[config.mk]
export PLATFORM = sky130hd
export DESIGN_NAME = seg_scan_display
export DESIGN_NICKNAME = d
export VERILOG_FILES = /design/src/rtl/seg_scan_display.sv
export SDC_FILE = /design/constraint.sdc
export NUM_CORES = 1
export LEC_CHECK = 0
export ABC_AREA = 1
export CORE_MARGIN = 8
export CORE_UTILIZATION = 40
export CTS_BUF_LIST = sky130_fd_sc_hd__clkbuf_4 sky130_fd_sc_hd__clkbuf_8
export DETAILED_ROUTE_END_ITERATION = 12
export SYNTH_ARGS = -nofsm -noshare
export SYNTH_HDL_FRONTEND = slang
export SYNTH_SLANG_ARGS = --single-unit
[constraint.sdc]
create_clock -name clk -period 4.1 [get_ports clk]
set_clock_uncertainty 0.1 [all_clocks]
set_input_delay 0.615 -clock clk [delete_from_list [all_inputs] [get_ports clk]]
set_output_delay 0.615 -clock clk [all_outputs]
set_load 0.05 [all_outputs]
[src/rtl/seg_scan_display.sv]
// seg_scan_display: multiplexed 7-segment scan driver for N common-anode digits.
// Each digit slot is BLANK_CYC cycles with every anode off, followed by DRIVE_CYC
// cycles driving that digit. New display words are staged in a pending register
// and only reach the shadow register at the start of digit 0, so a frame never
// mixes old and new data.
// Optional feature: define SEG_SCAN_DIM_EN to add a 4-bit 'bright' input that
// PWM-dims each digit during its DRIVE window.
module seg_scan_display #(
  parameter int N_DIGITS  = 8,
  parameter int DRIVE_CYC = 512,
  parameter int BLANK_CYC = 16
) (
  input  logic                  clk,
  input  logic                  rst,
  input  logic [4*N_DIGITS-1:0] disp_data,
  input  logic [N_DIGITS-1:0]   dp_mask,
  input  logic [N_DIGITS-1:0]   blank_mask,
  input  logic                  load,
`ifdef SEG_SCAN_DIM_EN
  input  logic [3:0]            bright,
`endif
  output logic [N_DIGITS-1:0]   digit_anode,
  output logic [7:0]            segment,
  output logic                  frame_start
);

  localparam int MAX_CYC = (DRIVE_CYC > BLANK_CYC) ? DRIVE_CYC : BLANK_CYC;
  localparam int CNT_W   = $clog2((MAX_CYC > 2) ? MAX_CYC : 2);
  localparam int IDX_W   = (N_DIGITS > 1) ? $clog2(N_DIGITS) : 1;

  localparam logic [CNT_W-1:0] DRIVE_LAST = CNT_W'(DRIVE_CYC - 1);
  localparam logic [CNT_W-1:0] BLANK_LAST = CNT_W'((BLANK_CYC > 0) ? BLANK_CYC - 1 : 0);
  localparam logic [IDX_W-1:0] IDX_LAST   = IDX_W'(N_DIGITS - 1);

  typedef enum logic {ST_BLANK, ST_DRIVE} state_e;

  // One complete display word: nibbles, decimal points and blanking flags.
  typedef struct packed {
    logic [4*N_DIGITS-1:0] data;
    logic [N_DIGITS-1:0]   dp;
    logic [N_DIGITS-1:0]   blank;
  } disp_t;

  state_e             state_q, state_d;
  logic [IDX_W-1:0]   idx_q, idx_d;
  logic [CNT_W-1:0]   cnt_q, cnt_d;
  disp_t              shadow_q, shadow_d;
  disp_t              pend_q, pend_d;
  logic               pend_vld_q, pend_vld_d;
  logic [N_DIGITS-1:0] anode_q, anode_d;
  logic [7:0]         seg_q, seg_d;
  logic               fs_q, fs_d;

  logic  enter_drive;
  logic  boundary;
  logic  lit;
  disp_t in_word;

  // Active-low gfedcba pattern for one hex nibble.
  function automatic logic [6:0] decode(input logic [3:0] nib);
    case (nib)
      4'h0: decode = 7'b1000000;
      4'h1: decode = 7'b1111001;
      4'h2: decode = 7'b0100100;
      4'h3: decode = 7'b0110000;
      4'h4: decode = 7'b0011001;
      4'h5: decode = 7'b0010010;
      4'h6: decode = 7'b0000010;
      4'h7: decode = 7'b1111000;
      4'h8: decode = 7'b0000000;
      4'h9: decode = 7'b0010000;
      4'hA: decode = 7'b0001000;
      4'hB: decode = 7'b0000011;
      4'hC: decode = 7'b1000110;
      4'hD: decode = 7'b0100001;
      4'hE: decode = 7'b0000110;
      default: decode = 7'b0001110;
    endcase
  endfunction

  assign in_word = '{data: disp_data, dp: dp_mask, blank: blank_mask};

  // Scan sequencer: slot timing, digit index and counter next-state.
  always_comb begin
    // NOTE: every variable gets a default before any branch so no latch is inferred.
    state_d     = state_q;
    idx_d       = idx_q;
    cnt_d       = cnt_q + CNT_W'(1);
    enter_drive = 1'b0;
    case (state_q)
      ST_BLANK: begin
        if ((BLANK_CYC == 0) || (cnt_q == BLANK_LAST)) begin
          state_d     = ST_DRIVE;
          cnt_d       = '0;
          enter_drive = 1'b1;
        end
      end
      ST_DRIVE: begin
        if (cnt_q == DRIVE_LAST) begin
          idx_d = (idx_q == IDX_LAST) ? '0 : idx_q + IDX_W'(1);
          cnt_d = '0;
          // With no gap the next digit's DRIVE starts immediately.
          if (BLANK_CYC == 0) enter_drive = 1'b1;
          else                state_d     = ST_BLANK;
        end
      end
      default: state_d = ST_BLANK;
    endcase
  end

  assign boundary = enter_drive && (idx_d == '0);

  // Anti-tear staging: loads park in pending, shadow moves only at the frame boundary.
  always_comb begin
    shadow_d   = shadow_q;
    pend_d     = pend_q;
    pend_vld_d = pend_vld_q;
    if (boundary) begin
      if (load)            shadow_d = in_word;
      else if (pend_vld_q) shadow_d = pend_q;
      pend_vld_d = 1'b0;
    end else if (load) begin
      pend_d     = in_word;
      pend_vld_d = 1'b1;
    end
  end

  // Pin values for the next cycle, derived from next state so anode and segment move together.
  always_comb begin
    anode_d = '1;
    seg_d   = 8'hFF;
    fs_d    = boundary;
    lit     = (state_d == ST_DRIVE) && !shadow_d.blank[idx_d];
`ifdef SEG_SCAN_DIM_EN
    lit     = lit && (4'(cnt_d) <= bright);
`endif
    if (lit) begin
      anode_d = ~(N_DIGITS'(1) << idx_d);
      seg_d   = {~shadow_d.dp[idx_d], decode(shadow_d.data[idx_d*4 +: 4])};
    end
  end

  // State, staging and output registers with synchronous reset.
  always_ff @(posedge clk) begin
    // NOTE: sequential state uses non-blocking assignments so every flop samples pre-edge values.
    if (rst) begin
      state_q    <= ST_BLANK;
      idx_q      <= '0;
      cnt_q      <= '0;
      shadow_q   <= '0;
      pend_q     <= '0;
      pend_vld_q <= 1'b0;
      anode_q    <= '1;
      seg_q      <= 8'hFF;
      fs_q       <= 1'b0;
    end else begin
      state_q    <= state_d;
      idx_q      <= idx_d;
      cnt_q      <= cnt_d;
      shadow_q   <= shadow_d;
      pend_q     <= pend_d;
      pend_vld_q <= pend_vld_d;
      anode_q    <= anode_d;
      seg_q      <= seg_d;
      fs_q       <= fs_d;
    end
  end

  assign digit_anode = anode_q;
  assign segment     = seg_q;
  assign frame_start = fs_q;

endmodule

==> results of run 1 <==
==> synthesized netlist by cell type <==
cell type	number
buf_1	2
o21ai_4	1
clkbuf_1	35
nor3_4	1
nor3_1	2
nand2_2	10
buf_4	2
a211oi_1	8
nor2_2	1
inv_2	6
o21ai_1	2
clkinv_1	2
a22oi_1	3
xor2_1	4
buf_2	11
nor2_8	1
nand4_1	4
dfxtp_1	127
nand2_1	328
ha_1	10
o21ai_0	83
nand2_4	1
nor3b_1	1
nand3b_1	2
a21oi_1	86
a221oi_1	1
buf_6	4
nor2_1	80
inv_1	84
nand3_1	72
xnor2_1	1
==> critical path: cells and delay by family, from the launching register on <==
family / cells / cell delay, ps
AND/OR/NAND/NOR: 18 / 1890
buffers and inverters: 2 / 450
flip-flops: 1 / 350
adder cells (fa/ha/maj): 3 / 700
==> power groups by stage <==
stage                     combinational [uW]  clock [uW]  sequential, uW
after global placement                   219           0            1310
final                                    219        1010            1280
after detailed placement                 220           0            1310
after global routing                     248        1100            1280
after floorplan                          124           0            1310
after CTS                                221        1040            1280
==> state kept, by name, indices dropped and copies added (netlist names) <==
register / cells
pend_vld_q: 1
pend_q: 48
frame_start: 1
idx_q: 3
shadow_q: 48
digit_anode: 8
segment: 8
cnt_q: 9
state_q: 1
==> logic make-up (layout without fill, tap and decap cells) <==
logic type | count (synthesis) | in the layout | share of synthesized area, %
AND/OR/NAND/NOR | 503 | 503 | 32.6
AO/OA/AOI/OAI | 184 | 184 | 15.2
buffers and inverters | 146 | 211 | 9.45
flip-flops | 127 | 127 | 40.1
adder cells (fa/ha/maj) | 10 | 10 | 1.97
XOR/XNOR | 5 | 5 | 0.691
==> layer usage <==
layer	share of wire [%]	GRT usage (%)	wire [um]	vias to the layer above
li1	-	-	-	3209
met1	50	23.7	8420	2675
met2	44	26.3	7300	117
met3	4.9	4.10	816	14
met4	0.96	5.54	160	0
met5	0	0	0	-
==> layout make-up <==
| class | instances | area (um^2) | area share, % |
|---|---|---|---|
| flip-flops and latches | 127 | 2540 | 33.6 |
| clock buffers | 24 | 299 | 3.95 |
| repair buffers | 88 | 848 | 11.2 |
| well taps | 216 | 270 | 3.57 |
| inverters | 92 | 345 | 4.56 |
| multi-input cells | 702 | 3200 | 42.3 |
| clock inverters | 7 | 62.6 | 0.827 |
==> through the flow <==
| step | setup slack [ps] | utilization (%) | total power [uW] | hold slack (ps) |
|---|---|---|---|---|
| floorplan | 979 | - | 1430 | 318 |
| global placement | 601 | 45.9 | 1530 | 335 |
| detailed placement | 539 | 45.9 | 1530 | 341 |
| CTS | 524 | 48.2 | 2540 | 320 |
| global route | 86.7 | 48.2 | 2630 | 329 |
| finish | 515 | 48.2 | 2510 | 348 |
==> path summary, 6_finish.rpt <==
check	startpoint	end	slack (ps)	depth (start not counted)
setup / recovery	cnt_q[0]	segment[1]	520	23
setup reg to reg	cnt_q[0]	segment[1]	520	23
hold / removal	pend_q[11]	pend_q[11]	350	2
hold reg to reg	pend_q[11]	pend_q[11]	350	2
==> results.sh, run 1 <==
export IMPL_fp_dieH_um=142
export IMPL_crit_chain="ha_1, nand3_1, nor2_1, ha_1, nand2_2, inv_2, nand2_1, nand2_2, nand2_2, nor2_8, buf_4, nand3_1, nand2_1, nand2_1, nand2_1, nor2_1, nand2_1, nand2_1, ha_1, nand3_1, nor2_1, nor2_1, nand2_1"
export IMPL_final_cell_mix="nand2_1 (328), dfxtp_1 (127), a21oi_1 (86)"
export IMPL_period_share_pct=87.4
export IMPL_synth_largest_area_cell="dfxtp_1"
export IMPL_insertion_delay_ps=440
export IMPL_dr_pass1_iters=5
export IMPL_grt_remaining_overflow=0
export IMPL_track_usage_pct=17.3
export IMPL_setup_tns_ps=0
export IMPL_io_buffers=67
export IMPL_wl_per_cell_um=13.3
export IMPL_critPathKind="reg2reg"
export IMPL_drv_cap=0
export IMPL_synthTopCellsByArea="dfxtp_1 (40%), nand2_1 (19%), a21oi_1 (6.8%), o21ai_0 (6.6%), nand3_1 (5.7%)"
export IMPL_grt_pass1_vias=5567
export IMPL_clk_pin_slew_worst_paths_ps=70
export IMPL_yosysUniqueCellTypes=31
export IMPL_slowest_delay_ps=360
export IMPL_clockBufferDepth=2
export IMPL_startpoint_type="flop"
export IMPL_syn_avg_cell_area_um2=6.50
export IMPL_yosysTopAreaCellShare_pct=40.1
export IMPL_gp_congestion=0.832
export IMPL_final_common_cell="nand2_1"
export IMPL_setup_viol=0
export IMPL_grt_pass1_wl_mm=27.8
export IMPL_postRouteAntennaNets=0
export IMPL_min_path_type="reg2reg"
export IMPL_wl_mm=16.7
export IMPL_switching_share_pct=24.4
export IMPL_worst_pin_slew_ps=729
export IMPL_place_hpwl_mm=11.4
export IMPL_slew_headroom_pct=51.4
export IMPL_drt_initial_drc_count=318
export IMPL_route_detailed_drc=0
export IMPL_intPower_uw=1900
export IMPL_synth_warnings=0
export IMPL_num_io_pins=68
export IMPL_cts_resized_gates=0
export IMPL_crit_fanout=35
export IMPL_drive_gt1_share_pct=7.12
export IMPL_syn_nets=1036
export IMPL_clkPwrFrac_pct=40.2
export IMPL_worst_endpoint_required_ps=4330
export IMPL_power_density_nw_per_um2=331
export IMPL_num_antenna_cells=0
export IMPL_clockRootBuffer="clkbuf_8"
export IMPL_crit_slowest_cell="buf_4"
export IMPL_design_area_um2=7570
export IMPL_rows=46
export IMPL_power_frac_comb_pct=8.7
export IMPL_cts_tree="done"
export IMPL_htree_num_levels=4
export IMPL_cts_setup_buffers=0
export IMPL_clock_sinks=127
export IMPL_finalHoldViolCount=0
export IMPL_ys_ff_latch=127
export IMPL_vias_per_cell=4.79
export IMPL_syn_to_final_growth_pct=19.3
export IMPL_drv_slew=0
export IMPL_ir_drop_mv=0.273
export IMPL_fmax_mhz=279
export IMPL_cpMostUsedCell="nand2_1"
export IMPL_dp_cells=1225
export IMPL_grt_max_degree=65
export IMPL_grt_setup_unrepaired="false"
export IMPL_outcome="completed"
export IMPL_seq_area_frac_synth_pct=40.1
export IMPL_fin_crit_ps=3580
export IMPL_fillerInstances=1643
export IMPL_placed_cell_area_um2=7200
export IMPL_hold_buffers=0
export IMPL_switchingPower_uw=612
export IMPL_arrival_ps=3810
export IMPL_end_kind="flop"
export IMPL_antenna_found_initial=0
export IMPL_die_w_um=142
export IMPL_netlist_instances=975
export IMPL_start_util_pct=40.3
export IMPL_fp_coreArea_um2=15700
export IMPL_dieArea_um2=20100
export IMPL_seqPwrFrac_pct=51.0
export IMPL_cts_inserted_buffers=17
export IMPL_fin_nets=1089
export IMPL_final_cell_count_no_fill=1256
export IMPL_vias=6015
export IMPL_syn_cell_area_um2=6340
export IMPL_p_leak_uw=0.00340
Note: power is estimated with default switching activity, not from simulation.
==> run 2, diff against run 1 <==
CORE_MARGIN = 4   (was 8)
SETUP_SLACK_MARGIN = 0.15   (was unset)
==> results.sh, run 2 (synthesis results as in run 1) <==
export IMPL_track_usage_pct=19.3
export IMPL_setup_viol=0
export IMPL_slew_headroom_pct=52.3
export IMPL_dieArea_um2=17900
export IMPL_drv_slew=0
export IMPL_critPathKind="reg2reg"
export IMPL_grt_busiest_layer="met2"
export IMPL_setup_tns_ps=0
export IMPL_vias=5996
export IMPL_wl_mm=16.6
export IMPL_cts_inserted_buffers=17
export IMPL_gp_congestion=0.806
export IMPL_clock_sinks=127
export IMPL_top_regs="pend_q x48, shadow_q x48, cnt_q x9"
export IMPL_htree_num_levels=4
export IMPL_grt_setup_unrepaired="false"
export IMPL_met2_usage_pct=29.0
export IMPL_end_kind="flop"
export IMPL_syn_to_final_growth_pct=21.5
export IMPL_period_share_pct=87.4
export IMPL_finalHoldViolCount=0
export IMPL_num_antenna_cells=0
export IMPL_use_met3_pct=4.43
export IMPL_min_path_cells=2
export IMPL_fp_dieH_um=134
export IMPL_vias_per_cell=4.79
export IMPL_drt_initial_drc_count=372
export IMPL_fp_coreArea_um2=15400
export IMPL_arrival_ps=3830
export IMPL_wl_per_cell_um=13.3
export IMPL_fin_nets=1089
export IMPL_die_w_um=134
export IMPL_hold_buffers=0
export IMPL_route_detailed_drc=0
export IMPL_cts_tree="done"
export IMPL_min_path_type="reg2reg"
export IMPL_grt_pass1_wl_mm=28.0
export IMPL_worst_pin_slew_ps=716
export IMPL_grt_util_met1_pct=27.7
export IMPL_rows=45
export IMPL_num_io_pins=68
export IMPL_final_cell_mix="nand2_1 (328), dfxtp_1 (127), a21oi_1 (86)"
export IMPL_crit_fanout=13
export IMPL_p_total_uw=2790
export IMPL_insertion_delay_ps=450
export IMPL_p_leak_uw=0.00345
export IMPL_worst_endpoint_required_ps=4340
export IMPL_fillerInstances=1591
export IMPL_clockRootBuffer="clkbuf_8"
export IMPL_fin_crit_ps=3590
export IMPL_io_buffers=67
export IMPL_fmax_mhz=279
export IMPL_power_density_nw_per_um2=362
export IMPL_final_common_cell="nand2_1"
export IMPL_antenna_found_initial=0
export IMPL_drive_gt1_share_pct=7.30
export IMPL_grt_max_degree=66
export IMPL_place_hpwl_mm=11.3
export IMPL_worst_r2r_cell_count=18
export IMPL_clk_pin_slew_worst_paths_ps=70
export IMPL_start_util_pct=41.2
export IMPL_startpoint_type="flop"
export IMPL_dr_pass1_iters=5
export IMPL_grt_pass1_vias=5660
export IMPL_postRouteAntennaNets=0
export IMPL_drv_cap=0
export IMPL_outcome="completed"
export IMPL_ir_drop_mv=0.287
export IMPL_grt_remaining_overflow=0
export IMPL_clockBufferDepth=2
[run 2: cell types whose count changed in the layout (fill, tap and decap cells not counted), sizes merged]
cell and delta:
bufinv +4, clkbuf -2, clkinv -3, clkinvlp +2
[run 2: routing by layer]
layer	vias up	part of all wire [%]
met2	119	43
li1	3202	-
met3	17	5.1
met1	2658	51
met4	0	1.2
met5	-	0
[run 2: critical path, stage by stage (launching register included)]
cell and delay (ps):
dfxtp_1 360, ha_1 220, nand3_2 160, nor2_1 150, ha_1 160, nand2_2 120, inv_2 80, nand2_1 60
nand2_2 120, buf_4 250, clkinv_1 410, a21oi_1 310, nand4_1 130, nand2_1 220, ha_1 280, nand3_1 110
nor2_1 50, nor2_1 110, nand2_1 60
[run 2: what timing repair did]
item	in CTS	in global routing
buffers inserted	0	1
gates resized for setup	0	4
endpoints found under the setup margin	0	14
[run 2: worst paths after layout]
kind / from / slack, ps / end
max: cnt_q[0] / 510 / segment[1]
min: pend_q[10] / 350 / pend_q[10]
max reg2reg: cnt_q[0] / 510 / segment[1]
min reg2reg: pend_q[10] / 350 / pend_q[10]
[run 2: area by class of cell]
class,count,area [um^2],area share (%)
Multi-Input combinational cell,702,3210,41.7
Sequential cell,127,2540,33.0
Timing Repair Buffer,88,868,11.3
Inverter,92,345,4.48
Clock buffer,22,290,3.77
Tap cell,211,264,3.43
Clock inverter,10,183,2.37
[run 2: per-stage QoR]
stage	std cells	worst slack [ps]	utilization, %	instance area (um^2)	hold WS (ps)
final	1252	515	50.1	7700	347
after global routing	1252	139	50.1	7700	360
after CTS	1251	408	49.9	7680	350
after detailed placement	1219	427	46.9	7200	339
after global placement	1219	495	46.9	7200	333
after floorplan	975	979	-	6340	318
[run 2: power by group]
group,leakage (uW),internal (uW),total (uW),switching (uW)
Combinational,0.00218,91.8,218,126
Clock,0.000232,784,1290,508
Sequential,0.00104,1270,1280,10.8
==> run 3, diff against run 2 <==
DONT_BUFFER_PORTS = 1   (was unset)
==> results.sh, run 3 (synthesis results as in run 1) <==
export IMPL_wl_mm=16.6
export IMPL_worst_pin_slew_ps=628
export IMPL_vias=5814
export IMPL_cp_num_buf_inv=4
export IMPL_cts_setup_buffers=0
export IMPL_met2_usage_pct=28.6
export IMPL_clock_sinks=127
export IMPL_setup_tns_ps=0
export IMPL_final_common_cell="nand2_1"
export IMPL_antenna_found_initial=0
export IMPL_syn_to_final_growth_pct=9.59
export IMPL_ir_drop_mv=0.224
export IMPL_fp_coreArea_um2=15400
export IMPL_grt_util_met1_pct=27.3
export IMPL_power_density_nw_per_um2=379
export IMPL_vias_per_cell=4.91
export IMPL_fp_dieH_um=134
export IMPL_crit_fanout=35
export IMPL_dr_pass1_iters=4
export IMPL_grt_max_degree=67
export IMPL_grt_busiest_layer="met2"
export IMPL_clk_pin_slew_worst_paths_ps=80
export IMPL_min_path_type="in2reg"
export IMPL_setup_viol=0
export IMPL_cts_tree="done"
export IMPL_startpoint_type="flop"
export IMPL_gp_congestion=0.879
export IMPL_die_w_um=134
export IMPL_slew_headroom_pct=58.0
export IMPL_grt_pass1_wl_mm=27.6
export IMPL_worst_endpoint_required_ps=4300
export IMPL_finalHoldViolCount=0
export IMPL_clockRootBuffer="clkbuf_8"
export IMPL_postRouteAntennaNets=0
export IMPL_grt_setup_unrepaired="false"
export IMPL_num_io_pins=68
export IMPL_use_met3_pct=4.80
export IMPL_outcome="completed"
export IMPL_track_usage_pct=19.1
export IMPL_route_detailed_drc=0
export IMPL_final_cell_mix="nand2_1 (328), dfxtp_1 (127), a21oi_1 (86)"
export IMPL_drt_initial_drc_count=411
export IMPL_cp_top_family="simple AND/OR/NAND/NOR gates"
export IMPL_cts_inserted_buffers=17
export IMPL_dieArea_um2=17900
export IMPL_io_buffers=0
export IMPL_end_kind="flop"
export IMPL_crit_slowest_cell="dfxtp_1"
export IMPL_fmax_mhz=283
export IMPL_top_regs="pend_q x48, shadow_q x48, cnt_q x9"
export IMPL_critPathKind="reg2reg"
export IMPL_fin_nets=1020
export IMPL_drv_slew=0
export IMPL_rows=45
export IMPL_place_hpwl_mm=11.2
export IMPL_drv_cap=0
export IMPL_clockBufferDepth=2
export IMPL_grt_remaining_overflow=0
export IMPL_htree_num_levels=4
export IMPL_drive_gt1_share_pct=7.41
export IMPL_cpMostUsedCell="nand3_1"
export IMPL_fin_crit_ps=3530
export IMPL_cts_resized_gates=0
export IMPL_arrival_ps=3730
export IMPL_period_share_pct=86.1
export IMPL_num_antenna_cells=0
export IMPL_start_util_pct=41.2
export IMPL_grt_pass1_vias=5322
export IMPL_p_leak_uw=0.00314
export IMPL_wl_per_cell_um=14.0
export IMPL_slowest_delay_ps=360
export IMPL_crit_chain="ha_1, nand3_1, nor2_1, ha_1, nand2_2, inv_2, nand2_1, nand2_2, nand2_2, nor2_8, buf_4, nand3_1, nand2_1, inv_1, nor2_1, nor2_1, nand2_1, nand2_1, ha_1, inv_1, nand3_1, nand3_1, nand3_1"
export IMPL_post_route_util_pct=45.2
export IMPL_insertion_delay_ps=460
export IMPL_hold_buffers=0
## run 3: changes by cell type in the layout (fill, tap and decap cells not counted), sizes merged
| cell | delta |
|---|---|
| clkinv | +3 |
| inv | +1 |
| clkbuf | -3 |
| bufinv | -1 |
| buf | -3 |
| clkdlybuf4s50 | -66 |
## run 3: final timing paths
kind              depth (start not counted)    endpoint  slack, ps        from
hold / removal                            1    cnt_q[8]        130         rst
setup / recovery                         23  segment[0]        570    cnt_q[0]
setup reg to reg                         23  segment[0]        570    cnt_q[0]
hold reg to reg                           2  pend_q[12]        350  pend_q[12]
## run 3: area by class of cell
cell class	count	area, um^2
fillers	1610	8420
multi-input cells	702	3200
flip-flops and latches	127	2540
inverters	92	345
well taps	211	264
clock buffers	19	255
clock inverters	13	188
repair buffers	19	155
## run 3: per-layer routing
layer / vias to the layer above / wire length (um) / part of all wire (%)
met5: - / 0 / 0
met4: 0 / 144 / 0.87
met3: 13 / 1040 / 6.3
met2: 140 / 7110 / 43
met1: 2579 / 8280 / 50
li1: 3082 / - / -
## run 3: per-stage QoR
| stage | instance area (um^2) | total power [uW] | hold slack, ps | std cells | setup WS [ps] |
|---|---|---|---|---|---|
| after floorplan | 6340 | 1430 | 318 | 975 | 979 |
| after global placement | 6500 | 1450 | 335 | 1151 | 647 |
| after detailed placement | 6500 | 1450 | 339 | 1151 | 601 |
| after CTS | 6950 | 2660 | 101 | 1183 | 566 |
| after global routing | 6950 | 2740 | 99.9 | 1183 | 192 |
| final | 6950 | 2630 | 129 | 1183 | 571 |
## run 3: report_power, final
group / internal [uW] / switching [uW]
combinational: 47.2 / 95.5
clock: 687 / 525
sequential: 1270 / 10.8
total: 2000 / 632
